**src/rtl/lfsr_pkg.sv**
```systemverilog
// Shared types and default tap masks for the LFSR random word generator.
package lfsr_pkg;

    typedef enum logic [1:0] {
        ST_IDLE  = 2'd0,
        ST_SHIFT = 2'd1,
        ST_HOLD  = 2'd2
    } lfsr_fsm_e;

    // Maximal-length tap masks for common widths (bit k set = state bit k feeds the XOR).
    localparam logic [3:0]  LFSR_TAPS_4  = 4'hC;
    localparam logic [15:0] LFSR_TAPS_16 = 16'hB400;
    localparam logic [31:0] LFSR_TAPS_32 = 32'h8020_0003;

    function automatic int unsigned step_cnt_width(input int unsigned out_w);
        return $clog2(out_w + 1);
    endfunction

endpackage

```
**src/rtl/lfsr_core.sv**
```systemverilog
// LFSR state register with feedback XOR, step enable and parallel load.
// With LFSR_ZERO_GUARD_EN defined, a zero load value is replaced by SEED.
module lfsr_core #(
    parameter int unsigned      WIDTH = 16,
    parameter logic [WIDTH-1:0] TAPS  = 16'hB400,
    parameter logic [WIDTH-1:0] SEED  = WIDTH'(1)
) (
    input  logic             clk,
    input  logic             reset,
    input  logic             step_en_i,
    input  logic             load_en_i,
    input  logic [WIDTH-1:0] load_val_i,
    output logic [WIDTH-1:0] state_o,
    output logic             fb_o
);

    logic [WIDTH-1:0] state_q;
    logic [WIDTH-1:0] state_d;
    logic [WIDTH-1:0] load_val;

    assign fb_o    = ^(state_q & TAPS);
    assign state_o = state_q;

`ifdef LFSR_ZERO_GUARD_EN
    assign load_val = (load_val_i == '0) ? SEED : load_val_i;
`else
    assign load_val = load_val_i;
`endif

    always_comb begin
        state_d = state_q;
        if (load_en_i) begin
            state_d = load_val;
        end else if (step_en_i) begin
            state_d = {state_q[WIDTH-2:0], fb_o};
        end
    end

    always_ff @(posedge clk) begin
        if (reset) begin
            state_q <= SEED;
        end else begin
            state_q <= state_d;
        end
    end

endmodule

```
**src/rtl/lfsr_random_gen.sv**
```systemverilog
// LFSR random word generator: IDLE/SHIFT/HOLD FSM collecting OUT_W feedback bits per word.
// Optional LFSR_ZERO_GUARD_EN macro makes a zero seed load fall back to SEED.
module lfsr_random_gen
    import lfsr_pkg::*;
#(
    parameter int unsigned      WIDTH = 16,
    parameter logic [WIDTH-1:0] TAPS  = LFSR_TAPS_16,
    parameter int unsigned      OUT_W = 8,
    parameter logic [WIDTH-1:0] SEED  = WIDTH'(1)
) (
    input  logic             clk,
    input  logic             reset,
    input  logic             load,
    input  logic [WIDTH-1:0] seed_in,
    input  logic             start,
    input  logic             rnd_ready,
    output logic             rnd_valid,
    output logic [OUT_W-1:0] rnd_data,
    output logic             busy,
    output logic [WIDTH-1:0] state_o
);

    localparam int unsigned      CNT_W    = step_cnt_width(OUT_W);
    localparam logic [CNT_W-1:0] CNT_LAST = CNT_W'(OUT_W - 1);

    lfsr_fsm_e        fsm_q;
    logic [CNT_W-1:0] cnt_q;
    logic [OUT_W-1:0] data_q;
    logic [OUT_W-1:0] data_d;
    logic             valid_q;
    logic             busy_q;

    logic             fb;
    logic             step_en;
    logic             load_en;
    logic             hshake;

    assign hshake  = valid_q & rnd_ready;
    assign step_en = (fsm_q == ST_SHIFT);
    // Load is honoured in IDLE, and in HOLD only while the word is not being taken.
    assign load_en = load & ((fsm_q == ST_IDLE) | ((fsm_q == ST_HOLD) & ~hshake));

    generate
        if (OUT_W == 1) begin : g_single
            assign data_d = fb;
        end else begin : g_multi
            assign data_d = {data_q[OUT_W-2:0], fb};
        end
    endgenerate

    lfsr_core #(
        .WIDTH (WIDTH),
        .TAPS  (TAPS),
        .SEED  (SEED)
    ) u_core (
        .clk        (clk),
        .reset      (reset),
        .step_en_i  (step_en),
        .load_en_i  (load_en),
        .load_val_i (seed_in),
        .state_o    (state_o),
        .fb_o       (fb)
    );

    always_ff @(posedge clk) begin
        if (reset) begin
            fsm_q   <= ST_IDLE;
            cnt_q   <= '0;
            data_q  <= '0;
            valid_q <= 1'b0;
            busy_q  <= 1'b0;
        end else begin
            case (fsm_q)
                ST_IDLE: begin
                    if (!load && start) begin
                        fsm_q  <= ST_SHIFT;
                        cnt_q  <= '0;
                        busy_q <= 1'b1;
                    end
                end
                ST_SHIFT: begin
                    data_q <= data_d;
                    cnt_q  <= cnt_q + 1'b1;
                    if (cnt_q == CNT_LAST) begin
                        fsm_q   <= ST_HOLD;
                        busy_q  <= 1'b0;
                        valid_q <= 1'b1;
                    end
                end
                ST_HOLD: begin
                    if (hshake) begin
                        valid_q <= 1'b0;
                        if (start) begin
                            fsm_q  <= ST_SHIFT;
                            cnt_q  <= '0;
                            busy_q <= 1'b1;
                        end else begin
                            fsm_q <= ST_IDLE;
                        end
                    end
                end
                default: begin
                    fsm_q   <= ST_IDLE;
                    valid_q <= 1'b0;
                    busy_q  <= 1'b0;
                end
            endcase
        end
    end

    assign rnd_valid = valid_q;
    assign rnd_data  = data_q;
    assign busy      = busy_q;

endmodule

```
**config.mk**
```make
export PLATFORM = sky130hd
export DESIGN_NAME = lfsr_random_gen
export DESIGN_NICKNAME = d
export VERILOG_FILES = /design/src/rtl/lfsr_pkg.sv /design/src/rtl/lfsr_core.sv /design/src/rtl/lfsr_random_gen.sv
export SDC_FILE = /design/constraint.sdc
export NUM_CORES = 1
export LEC_CHECK = 0
export ABC_AREA = 1
export CAP_MARGIN = 20
export CORE_MARGIN = 5
export CORE_UTILIZATION = 25
export DETAILED_ROUTE_END_ITERATION = 7
export PLACE_DENSITY = 0.52
export SYNTH_ARGS = -nofsm -noshare
export SYNTH_HDL_FRONTEND = slang
export SYNTH_SLANG_ARGS = --single-unit
```
**constraint.sdc**
```tcl
create_clock -name clk -period 3.2 [get_ports clk]
set_input_delay 0.32 -clock clk [delete_from_list [all_inputs] [get_ports clk]]
set_output_delay 0.32 -clock clk [all_outputs]
set_load 0.01 [all_outputs]
```
==> metrics <==
Critical Path Start Type input pin; Clock Skews 4.14 ps; Crit Path Category input pin to flop; Initial Util 25.9%; final hold vios 0; CP Data Required Time ~3400 ps; Clock Latency Late Sink 280 ps; first-pass GRT wire length approximately 6100 µm; DPL Wire Length about 2600 µm; Power Density 548 nW/µm²; I/O pin count between 40 and 50; Die Ht 88.8 µm; post-route clock period utilization 52.9%; critical hold path startpoint busy$_SDFFE_PP0P_; Longest Clk Path Bufs 2; WHS Endpoint busy$_SDFFE_PP0P_; postcts setup bufs 0; Cell Area, Synth 1550 µm²; FILL cells 669; Routed WL 3810 µm; Pins Over Slew Limit 0; CP cell instances clkdlybuf4s50_1, inv_1, o21ai_0, a31oi_1; launching point of the worst reg2reg path fsm_q[0]$_SDFFE_PP0P_; WL/cell ~11 µm; CTS H-Tree Depth 2; #FFs+latches synth 32; RD Place Congestion 0.698; WHS 466 ps; DRC 0; CP startpoint reset; Yosys warning total 0; Pre-Repair DR Iteration Count 6; number of global-route vias before repair 1355; crit path time final 1690 ps; Crit-path slowest cell inv_1; total global routing overflow 0; met2 GRT Util 16.1%; Worst R2R Path Depth 6; Via density 4.29; area grow syn2layout 39.0%; largest incremental delay on the critical path roughly 620 ps; Slew @ Worst Pin 721 ps; port bufs 46; Net Count, Synth 242; Max-Cap Viols 0; root buffer cell clkbuf_8; Hold Crit Class flop to flop; Post-CTS Resized 0; Setup TNS 0 ps; GRT busiest layer met2; Sink Count 32; met1 Track Usage GR a little under an eighth; CTS Buf Count 5; TritonCTS clock tree built; Reg2Reg Capture Point busy$_SDFFE_PP0P_; DR vias 1449; Hold Path Depth 2; Leakage 0.906 nW; fmax 591 MHz; total track usage 9.97%; RSZ-0062 raised after global routing no; share of cells above drive strength 1 9.51%; r2r setup slk 1700 ps; largest net degree at the start of global routing 32; max_slew headroom 51.9%; Die Area 7890 µm²; Synth cell types 25; status completed; Placement Rows 28; first-iteration detailed-routing DRC count 61; Final setup viols 0; Post-Syn Area per Cell around 7 µm²; ant diodes 0; Post-Synthesis Cells 220; CTS clk-pin slew, worst paths 60 ps; post-synthesis sequential area ratio 41.2%; GR Util met3 under 10%; Core Area 5990 µm²; antenna-violating nets left 0; Crit Path Max Fanout 24; CP endpoint kind flop; Worst EP arrival around 1900 ps; die width ~89 µm; hold buffers post-CTS 0; Net count, final about 280; initial antenna violation count 0; Peak supply drop around 0.23 mV
==> synth_stat cells <==
cell type	number	area, µm²
buf_6	2	22.5
nor2_2	1	6.26
xor2_1	2	17.5
clkbuf_1	1	3.75
nand4_1	2	12.5
buf_2	5	25.0
buf_4	3	22.5
nand3_2	9	90.1
o21ai_0	10	50.1
a31oi_1	2	12.5
xnor2_1	2	17.5
a21oi_1	8	40.0
ha_1	1	12.5
inv_2	1	3.75
dfxtp_1	32	641
nand2_4	2	22.5
inv_1	9	33.8
or2_2	1	6.26
nor2_4	1	11.3
a21oi_2	1	8.76
nand2_1	65	244
nand3b_1	1	7.51
nand3_1	15	75.1
nor2_1	43	161
nand2_2	1	6.26
==> metrics by stage <==
| stage | std cells | area (µm²) | setup slack (ps) | util, % | power, mW |
|---|---|---|---|---|---|
| 6_report | 338 | 2160 | 1510 | 36.1 | 1.18 |
| 5_1_grt | 338 | 2160 | 1380 | 36.1 | 1.26 |
| 4_1_cts | 338 | 2160 | 1500 | 36.1 | 1.21 |
| 3_5_place_dp | 330 | 2030 | 1210 | 34.0 | 0.773 |
| 3_3_place_gp | 330 | 2030 | 1260 | 34.0 | 0.773 |
| 2_1_floorplan | 220 | 1550 | 2050 | - | 0.653 |
==> registers in the layout, indices dropped and copies added, names as in the netlist <==
signal	cells
u_core.state_o	16
rnd_data	8
cnt_q	4
fsm_q	2
busy	1
rnd_valid	1
==> worst max-delay path: cells and delay by family <==
family / cells / cell delay [ps]
AOI/OAI and AO/OA: 2 / 360
buffers and inverters: 2 / 1210
==> cell families after synthesis <==
| group | after synthesis | synth area share (%) |
|---|---|---|
| XOR/XNOR | 4 | 2.25 |
| buffers and inverters | 21 | 7.16 |
| AO/OA/AOI/OAI | 21 | 7.17 |
| AND/OR/NAND/NOR | 141 | 41.4 |
| adder cells (fa/ha/maj) | 1 | 0.805 |
| flip-flops | 32 | 41.2 |
==> per-layer routing <==
metal / part of all wire (%) / vias up
met5: 0 / -
li1: - / 779
met2: 45 / 30
met1: 46 / 636
met3: 7.5 / 4
met4: 0.94 / 0
==> cell type report <==
type	instances	area [µm²]	share of cell area [%]
flip-flops and latches	32	641	29.6
well taps	75	93.8	4.34
repair buffers	46	460	21.3
clock inverters	1	30.0	1.39
clock buffers	7	96.3	4.46
inverters	10	37.5	1.74
multi-input cells	167	802	37.1
==> placed cells by master (no fill, tap or decap), drive strengths merged <==
cell type,instances
inv,10
a21oi,9
nand3,24
bufinv,1
nand2,68
clkdlybuf4s50,46
dfxtp,32
xor2,2
nand4,2
nor2,45
nand3b,1
a31oi,2
or2,1
clkbuf,7
o21ai,10
xnor2,2
ha,1
==> power breakdown <==
group	leakage [nW]	switching [mW]	total, mW	internal (mW)
sequential	0.264	0.0368	0.477	0.440
clock	0.0645	0.150	0.425	0.275
combinational	0.578	0.143	0.282	0.140
total	0.906	0.330	1.18	0.854
==> worst max path at each step <==
stage	end	depth (start not counted)
after floorplan	u_core.state_o[10]$_SDFFE_PP0P_	8
after global placement	cnt_q[0]$_SDFFE_PP0P_	4
after detailed placement	rnd_valid$_SDFFE_PP0P_	4
after CTS	rnd_valid$_SDFFE_PP0P_	4
after global routing	rnd_valid$_SDFFE_PP0P_	4
final	cnt_q[0]$_SDFFE_PP0P_	4
Note: power is estimated with default switching activity, not from simulation.
